==> src/rtl/fp_alu_rsp.sv <==
// fp_alu_rsp: registered request/response wrapper around a combinational
// single-precision ALU. Requests land in an operand register (S1). The ALU
// result is pushed into a 2-entry in-order response FIFO.
// Optional build macro FP_ALU_RSP_STICKY_EN adds sticky accumulation of the
// {exception, overflow, underflow} flags, cleared by flag_clr.
//
// ALU opcodes: 4'b1010 = add, 4'b1011 = sub. Rounding is toward zero.
// Subnormal inputs are flushed to zero. Any other opcode yields 0 with no flags.

module fp_alu (
    input  logic [31:0] a,
    input  logic [31:0] b,
    input  logic [3:0]  op,
    output logic [31:0] result,
    output logic        exception,
    output logic        overflow,
    output logic        underflow
);
    localparam logic [3:0] OP_ADD = 4'b1010;
    localparam logic [3:0] OP_SUB = 4'b1011;

    logic              sa, sb, a_big, s_big, eff_sub;
    logic [7:0]        ea, eb, e_big, e_small, d;
    logic [23:0]       ma, mb, m_big, m_small;
    logic [22:0]       mant;
    logic [4:0]        dsat, lz;
    logic [53:0]       wide;
    logic [26:0]       aligned, norm;
    logic [27:0]       big_x, sum;
    logic signed [9:0] exp_n;

    // Unpack, align the smaller magnitude (guard/round/sticky kept), add or
    // subtract the magnitudes, then normalise.
    always_comb begin
        sa      = a[31];
        sb      = b[31] ^ (op == OP_SUB);
        ea      = a[30:23];
        eb      = b[30:23];
        ma      = (ea != 8'd0) ? {1'b1, a[22:0]} : 24'd0;
        mb      = (eb != 8'd0) ? {1'b1, b[22:0]} : 24'd0;
        a_big   = (a[30:0] >= b[30:0]);
        s_big   = a_big ? sa : sb;
        e_big   = a_big ? ea : eb;
        e_small = a_big ? eb : ea;
        m_big   = a_big ? ma : mb;
        m_small = a_big ? mb : ma;
        eff_sub = sa ^ sb;
        d       = e_big - e_small;
        dsat    = (d > 8'd31) ? 5'd31 : d[4:0];
        wide    = {m_small, 30'd0} >> dsat;
        aligned = {wide[53:28], |wide[27:0]};
        big_x   = {1'b0, m_big, 3'b000};
        sum     = eff_sub ? (big_x - {1'b0, aligned}) : (big_x + {1'b0, aligned});
        lz      = 5'd0;
        for (int i = 0; i < 27; i++)
            if (sum[i]) lz = 5'(26 - i);
        norm    = sum[26:0] << lz;
        if (sum[27]) begin
            mant  = 23'(sum >> 4);
            exp_n = $signed({2'b00, e_big}) + 10'sd1;
        end else begin
            mant  = 23'(norm >> 3);
            exp_n = $signed({2'b00, e_big}) - $signed({5'd0, lz});
        end
    end

    // Special cases, range checks and opcode select.
    always_comb begin
        result    = 32'd0;
        exception = 1'b0;
        overflow  = 1'b0;
        underflow = 1'b0;
        if (op == OP_ADD || op == OP_SUB) begin
            if (ea == 8'hFF || eb == 8'hFF) begin
                result    = 32'h7FC0_0000;
                exception = 1'b1;
            end else if (sum == 28'd0) begin
                result = 32'd0;
            end else if (exp_n >= 10'sd255) begin
                result   = {s_big, 8'hFF, 23'd0};
                overflow = 1'b1;
            end else if (exp_n <= 10'sd0) begin
                result    = {s_big, 31'd0};
                underflow = 1'b1;
            end else begin
                result = {s_big, exp_n[7:0], mant};
            end
        end
    end
endmodule

module fp_alu_rsp #(
    parameter int TAG_W = 4
) (
    input  logic             clk,
    input  logic             rst_n,
    input  logic             req_valid,
    output logic             req_ready,
    input  logic [31:0]      req_a,
    input  logic [31:0]      req_b,
    input  logic [3:0]       req_op,
    input  logic [TAG_W-1:0] req_tag,
    output logic             rsp_valid,
    input  logic             rsp_ready,
    output logic [31:0]      rsp_result,
    output logic             rsp_exception,
    output logic             rsp_overflow,
    output logic             rsp_underflow,
    output logic [TAG_W-1:0] rsp_tag,
    output logic             busy,
    input  logic             flag_clr,
    output logic [2:0]       sticky_flags
);
    typedef struct packed {
        logic [31:0]      result;
        logic             exc;
        logic             ovf;
        logic             unf;
        logic [TAG_W-1:0] tag;
    } rsp_t;

    logic             s1_valid;
    logic [31:0]      s1_a, s1_b;
    logic [3:0]       s1_op;
    logic [TAG_W-1:0] s1_tag;
    logic [31:0]      alu_result;
    logic             alu_exc, alu_ovf, alu_unf;
    rsp_t             fifo_mem [2];
    logic             wptr, rptr;
    logic [1:0]       count;
    logic             push, pop, s1_adv;

    fp_alu u_alu (
        .a         (s1_a),
        .b         (s1_b),
        .op        (s1_op),
        .result    (alu_result),
        .exception (alu_exc),
        .overflow  (alu_ovf),
        .underflow (alu_unf)
    );

    assign pop       = rsp_valid & rsp_ready;
    // A pop frees a slot in the same cycle, so a full FIFO can still accept.
    assign s1_adv    = s1_valid & ((count != 2'd2) | pop);
    assign push      = s1_adv;
    assign req_ready = rst_n & (~s1_valid | s1_adv);
    assign rsp_valid = (count != 2'd0);
    assign busy      = s1_valid | (count != 2'd0);

    assign rsp_result    = fifo_mem[rptr].result;
    assign rsp_exception = fifo_mem[rptr].exc;
    assign rsp_overflow  = fifo_mem[rptr].ovf;
    assign rsp_underflow = fifo_mem[rptr].unf;
    assign rsp_tag       = fifo_mem[rptr].tag;

    // Operand register: loads on handshake, empties when it advances.
    always_ff @(posedge clk or negedge rst_n) begin
        if (!rst_n) begin
            s1_valid <= 1'b0;
            s1_a     <= 32'd0;
            s1_b     <= 32'd0;
            s1_op    <= 4'd0;
            s1_tag   <= '0;
        end else if (req_valid && req_ready) begin
            s1_valid <= 1'b1;
            s1_a     <= req_a;
            s1_b     <= req_b;
            s1_op    <= req_op;
            s1_tag   <= req_tag;
        end else if (s1_adv) begin
            s1_valid <= 1'b0;
        end
    end

    // Two-entry response FIFO; storage is cleared so outputs read 0 in reset.
    always_ff @(posedge clk or negedge rst_n) begin
        if (!rst_n) begin
            fifo_mem[0] <= '0;
            fifo_mem[1] <= '0;
            wptr        <= 1'b0;
            rptr        <= 1'b0;
            count       <= 2'd0;
        end else begin
            if (push) begin
                fifo_mem[wptr] <= '{alu_result, alu_exc, alu_ovf, alu_unf, s1_tag};
                wptr           <= ~wptr;
            end
            if (pop) rptr <= ~rptr;
            if (push && !pop)      count <= count + 2'd1;
            else if (!push && pop) count <= count - 2'd1;
        end
    end

`ifdef FP_ALU_RSP_STICKY_EN
    // Sticky flags: a write in the clear cycle still sets its bits.
    always_ff @(posedge clk or negedge rst_n) begin
        if (!rst_n) sticky_flags <= 3'b000;
        else        sticky_flags <= (flag_clr ? 3'b000 : sticky_flags)
                                    | (push ? {alu_exc, alu_ovf, alu_unf} : 3'b000);
    end
`else
    logic unused_flag_clr;
    assign unused_flag_clr = flag_clr;
    assign sticky_flags    = 3'b000;
`endif
endmodule

==> config.mk <==
export PLATFORM = sky130hd
export DESIGN_NAME = fp_alu_rsp
export DESIGN_NICKNAME = d
export VERILOG_FILES = /design/src/rtl/fp_alu_rsp.sv
export SDC_FILE = /design/constraint.sdc
export NUM_CORES = 1
export LEC_CHECK = 0
export ABC_AREA = 0
export CAP_MARGIN = 0
export CORE_ASPECT_RATIO = 1.5
export CORE_MARGIN = 1.5
export CORE_UTILIZATION = 62
export CTS_BUF_LIST = sky130_fd_sc_hd__clkbuf_2 sky130_fd_sc_hd__clkbuf_4 sky130_fd_sc_hd__clkbuf_8
export DETAILED_ROUTE_END_ITERATION = 6
export PLACE_DENSITY = 0.84
export SLEW_MARGIN = 30
export SYNTH_ARGS = -nofsm -noshare
export SYNTH_HDL_FRONTEND = slang
export SYNTH_SLANG_ARGS = --single-unit
==> constraint.sdc <==
create_clock -name clk -period 16.5 [get_ports clk]
set_input_delay 4.95 -clock clk [delete_from_list [all_inputs] [get_ports clk]]
set_output_delay 4.95 -clock clk [all_outputs]
set_load 0.02 [all_outputs]
==> metrics.cfg, run 1 <==
[yosys]
synth_edf_count=0
synth_fa_ha_area_share_pct=7.22
synth_common_cells=249 x nand2_1, 171 x nor2_1, 155 x dfrtp_1
synth_cell_types=97
postSynth.asyncResetShare_pct=100
synthCells=2130
yosys.area_share.simple_pct=21.3
avgSynthCellArea_um2=7.82
yosys.cell_count.top_type=nand2_1
synth-xor-area-share_pct=2.10
synth_top_area_share_pct=23.3
synth-compound-area-share_pct=27.5
seq_area_frac_synth_pct=23.3
synth_area_leaders=dfrtp_1 23%, mux2_2 9.2%, ha_1 7.0%, nand2_1 5.6%, a21oi_1 4.6%
ys_ff_latch=155
synth_top_family_by_area=compound AO/OA/AOI/OAI gates
ys_warn_count=0
ys.flop_type=dfrtp_1
mappedNetlistArea_mm2=0.0167
synth.mux.area_fraction_pct=12.3
yosys.area.top_type=dfrtp_1

[routing]
vias_per_cell=7.13
final_antenna_net_count=0
via_count=18000
wl_per_cell_um=24.2
drtPass1Iterations=6
drc_errors=0
routed_wl_um=60900
drtIter0Drc=1933

[critical_path]
cp-startpoint=s1_b[23]
reg2regPathDepth=57
worstPathRequired_ns=16.91
reg2reg_from=s1_b[23]
crit_type=reg2reg
r2r_slack_ns=1.57
regToRegEndpoint=fifo_mem[65]
crit_path_frequent_cell=a21oi_1
cp_slowest_cell=nand2_4
cp_slowest_stage_delay_ns=0.65
endpoint_kind=flip-flop
path_max_fanout=54
cp-start-kind=flip-flop
arrival_ns=15.34

[clock_network]
cts_buffer_depth=2
clk_pin_slew_worst_paths_ns=0.10
cts_made_buffers=17
clock-sinks=155
postCtsHoldBufs=0
ctsResizeCount=0
post-cts-setup-buffers=0
htreeDepth=4
cts_root_buf=clkbuf_8
cts_tree=yes
clock_latency_ns=0.51

[sta]
fin_ws_ns=1.57
period_needed_ns=14.93
fin_hold_ws_ns=0.481
post-route-period-util_pct=90.5
fin_worst_skew_ns=0.0334
hold_viol=0
setup_viol=0
setup_tns_ns=0
slew_viol_final=0
max_freq_ghz=0.0670
grt_setup_unrepaired=no
maxSlewHeadroom_pct=33.6
max_slew.worst_pin.slew_ns=0.988

[floorplanning]
core_area_mm2=0.0265
die_h_um=204
num_rows=73
die_w_um=137
initial_core_util_pct=62.9
dieArea_mm2=0.0279
pin_count=122

[placement]
portBuffers=117
pre_cts_slack_ns=2.14
detailed_place_hpwl_um=46000
finalWeightedCongestion=1.06

[final_layout]
nets=2342
synthToLayoutAreaGrowth_pct=10.6
drive_gt1_share_pct=12.6
antennaDiodeCount=0

[worst_hold_path]
hold_depth=2
holdPathEnd=fifo_mem[35]
hold_class=reg2reg
min_from=fifo_mem[35]

[global_route]
gr-total-overflow=0
grt_max_degree=74
grt_pass1_vias=17200
grt_pass1_wl_um=93700
grt_util_all_layers_pct=43.9
antenna_found_initial=0

[status]
status=finished clean

[flow_run]
cap_violations=0

## cell usage in the layout, fill, tap and decap left out, types with 16 or more instances in the layout
master           instances
nand3_1                 65
or3_1                   25
a22o_1                  30
and3_1                  23
a21oi_1                151
and2_1                  16
ha_1                    93
o31ai_1                 20
nand4_1                 27
nor3_1                  61
nor2_1                 170
a31oi_1                 50
clkbuf_8                17
clkdlybuf4s50_1        116
nand2_1                248
nand2b_1                16
o211ai_1                30
a211oi_1                39
xnor2_1                 27
mux2i_1                 36
inv_1                  102
nor4_1                  21
buf_4                   43
dfrtp_1                155
a21o_1                  34
mux2_2                 136
o21ai_0                112
## layout make-up
class,instances,area (um2)
timing repair buffer,161,1510
tap,337,422
clock inverter,14,180
multi-input combinational,1727,11800
inverter,108,405
clock buffer,17,234
sequential,155,3880
fill,2175,8060
## state kept, by name (all words and copies together), names as in the netlist
name      cells
fifo_mem     78
s1_a         32
s1_b         32
s1_op         4
s1_tag        4
count         2
rptr          1
s1_valid      1
wptr          1
## worst max-delay path, delay by kind of cell, from the launching register on
family / cells / cell delay [ns]
adders and majority gates: 5 / 1.61
xor gates and xnor gates: 1 / 0.20
buffers and inverters: 6 / 1.47
muxes: 2 / 0.50
and+or+nand+nor: 15 / 4.74
AOI/OAI and AO/OA: 28 / 5.85
DFF: 1 / 0.46
## layer usage
layer	wire, um	GRT usage, %	vias up
li1	-	-	8013
met3	5030	9.84	442
met5	0	0	-
met4	7000	39.5	0
met2	28700	72.9	1140
met1	20200	45.5	8371
## how the worst max path moves through the flow
stage / end / slack, ns / cells after the start
after floorplan: fifo_mem[12] / 3.76 / 65
after global placement: fifo_mem[65] / 2.36 / 59
after detailed placement: fifo_mem[65] / 2.14 / 60
after CTS: fifo_mem[65] / 2.05 / 60
after global routing: fifo_mem[65] / 0.75 / 57
final: fifo_mem[65] / 1.57 / 57
## kinds of logic after synthesis
group           Yosys count
simple gates            739
compound gates          671
buf+inv                 250
mux                     179
flops                   155
fa+ha+maj                95
xor+xnor                 40
other cells               1
## through the flow
stage / cell area, um2 / utilization, % / instances
3_5_place_dp: 18000 / 67.9 / 2488
5_1_grt: 18400 / 69.6 / 2519
2_1_floorplan: 16700 / - / 2132
4_1_cts: 18400 / 69.5 / 2519
3_3_place_gp: 18000 / 67.9 / 2488
6_report: 18400 / 69.6 / 2519
Power of run 1 is left out: the tool's default activity adds up to more than one toggle a clock period on the data nets, which glitch-free logic cannot reach.
==> run 2, diff against run 1 <==
--- a/config.mk
+++ b/config.mk
@@ -9,10 +9,9 @@
 export CAP_MARGIN = 0
 export CORE_ASPECT_RATIO = 1.5
 export CORE_MARGIN = 1.5
-export CORE_UTILIZATION = 62
+export CORE_UTILIZATION = 35
 export CTS_BUF_LIST = sky130_fd_sc_hd__clkbuf_2 sky130_fd_sc_hd__clkbuf_4 sky130_fd_sc_hd__clkbuf_8
 export DETAILED_ROUTE_END_ITERATION = 6
-export PLACE_DENSITY = 0.84
 export SLEW_MARGIN = 30
 export SYNTH_ARGS = -nofsm -noshare
 export SYNTH_HDL_FRONTEND = slang
==> metrics.cfg, run 2 (synthesis results as in run 1) <==
[sta]
post-route-period-util_pct=87.2  ; -3.3 points
max_freq_ghz=0.0695  ; +3.8%
fin_worst_skew_ns=0.0406  ; +0.00727 ns
maxSlewHeadroom_pct=34.6  ; +1.0 points
hold_viol=0  ; unchanged
fin_ws_ns=2.11  ; +0.547 ns
setup_viol=0  ; unchanged
grt_setup_unrepaired=no
slew_viol_final=0  ; unchanged
max_slew.worst_pin.slew_ns=0.974  ; -0.0142 ns
period_needed_ns=14.39  ; -0.547 ns
setup_tns_ns=0  ; unchanged
fin_hold_ws_ns=0.474  ; -0.00636 ns

[global_route]
grt_pass1_wl_um=94200  ; +0.52%
top_usage_layer=met2
antenna_found_initial=0  ; unchanged
grt_max_degree=84  ; +14%
grt_util_all_layers_pct=24.3  ; -20 points
grt_pass1_vias=16300  ; -4.9%
gr-total-overflow=0  ; unchanged
use_met1_pct=27.8  ; -18 points
use_met2_pct=43.0  ; -30 points
grt_use_met3_pct=3.51  ; -6.3 points

[placement]
detailed_place_hpwl_um=46400  ; +0.91%
portBuffers=117  ; unchanged
pre_cts_slack_ns=2.43  ; +0.294 ns
finalWeightedCongestion=0.990  ; -6.4%

[critical_path]
crit_type=reg2reg
cp-start-kind=flip-flop
endpoint_kind=flip-flop
path_max_fanout=42  ; -22%
arrival_ns=14.84  ; -0.50 ns
crit_path_frequent_cell=ha_1
cp_slowest_cell=xnor2_1
worstPathRequired_ns=16.96  ; +0.05 ns
cp_slowest_stage_delay_ns=0.70  ; +0.05 ns

[clock_network]
post-cts-setup-buffers=0  ; unchanged
clock_latency_ns=0.53  ; +0.02 ns
postCtsHoldBufs=0  ; unchanged
cts_buffer_depth=2  ; unchanged
ctsResizeCount=0  ; unchanged
cts_made_buffers=17  ; unchanged
cts_tree=yes
clock-sinks=155  ; unchanged
htreeDepth=4  ; unchanged
clk_pin_slew_worst_paths_ns=0.13  ; +0.03 ns
cts_root_buf=clkbuf_8

[routing]
via_count=16900  ; -5.7%
final_antenna_net_count=0  ; unchanged
drc_errors=0  ; unchanged
vias_per_cell=6.09  ; -15%
drtPass1Iterations=6  ; unchanged
wl_per_cell_um=21.7  ; -10%
drtIter0Drc=1646  ; -15%
routed_wl_um=60400  ; -0.79%

[floorplanning]
die_h_um=270  ; +33%
pin_count=122  ; unchanged
initial_core_util_pct=35.6  ; -27 points
num_rows=97  ; +33%
dieArea_mm2=0.0489  ; +76%
die_w_um=181  ; +32%
core_area_mm2=0.0468  ; +77%

[final_layout]
largest_reg_flops=78  ; unchanged
antennaDiodeCount=0  ; unchanged
drive_gt1_share_pct=12.7  ; +0.17 points
final_cell_mix=248 x nand2_1, 170 x nor2_1, 154 x dfrtp_1, 150 x a21oi_1, 136 x mux2_2
largest-register=fifo_mem
final_common_cell=nand2_1
reg_top3=fifo_mem: 78 flops, s1_a: 32 flops, s1_b: 32 flops
nets=2344  ; +0.085%
synthToLayoutAreaGrowth_pct=12.6

[flow_run]
cap_violations=0  ; unchanged

[status]
status=finished clean

[worst_hold_path]
hold_class=reg2reg

-- run 2: changes by cell type in the layout (fill, tap and decap cells not counted), sizes merged --
cell	previous run	this run
clkinv	6	9
buf	45	47
bufinv	2	1
clkbuf	17	18
clkinvlp	2	1
inv	112	111
-- run 2: path summary, 6_finish.rpt --
kind / start / endpoint / slack (ns) / cells past startpoint
hold / removal: fifo_mem[20] / fifo_mem[20] / 0.47 / 2
min in group asynchronous: rst_n / fifo_mem[0] / 4.46 / 1
max in group asynchronous: rst_n / s1_b[17] / 10.91 / 2
setup reg to reg: s1_b[23] / fifo_mem[26] / 2.11 / 54
hold reg to reg: fifo_mem[20] / fifo_mem[20] / 0.47 / 2
setup / recovery: s1_b[23] / fifo_mem[26] / 2.11 / 54
-- run 2: stage by stage --
stage	cells	util [%]	area, um2
after floorplan	2132	-	16700
after global placement	2746	39.2	18400
after detailed placement	2746	39.2	18400
after CTS	2778	40.0	18800
after global routing	2779	40.1	18800
final	2779	40.1	18800
-- run 2: worst max-delay path: cells and delay by family, from the launching register on --
| family | cells | cell delay (ns) |
|---|---|---|
| AND/OR/NAND/NOR | 17 | 5.21 |
| AO/OA/AOI/OAI | 21 | 4.23 |
| buffers and inverters | 8 | 1.65 |
| adder cells (fa/ha/maj) | 5 | 1.43 |
| XOR/XNOR | 2 | 0.94 |
| flip-flops | 1 | 0.48 |
| multiplexers | 1 | 0.34 |
-- run 2: cell type report --
type / instances / area (um2)
Sequential cell: 155 / 3880
Inverter: 108 / 405
Clock inverter: 14 / 135
Timing Repair Buffer: 163 / 1530
Clock buffer: 18 / 248
Multi-Input combinational cell: 1727 / 11800
Fill cell: 4840 / 28100
Tap cell: 594 / 743
-- run 2: metal layers --
metal / part of all wire (%) / vias to the layer above
li1: - / 7994
met1: 39 / 8158
met2: 50 / 634
met3: 4.6 / 151
met4: 5.9 / 0
met5: 0 / -
Power of run 2 is left out for the same reason.
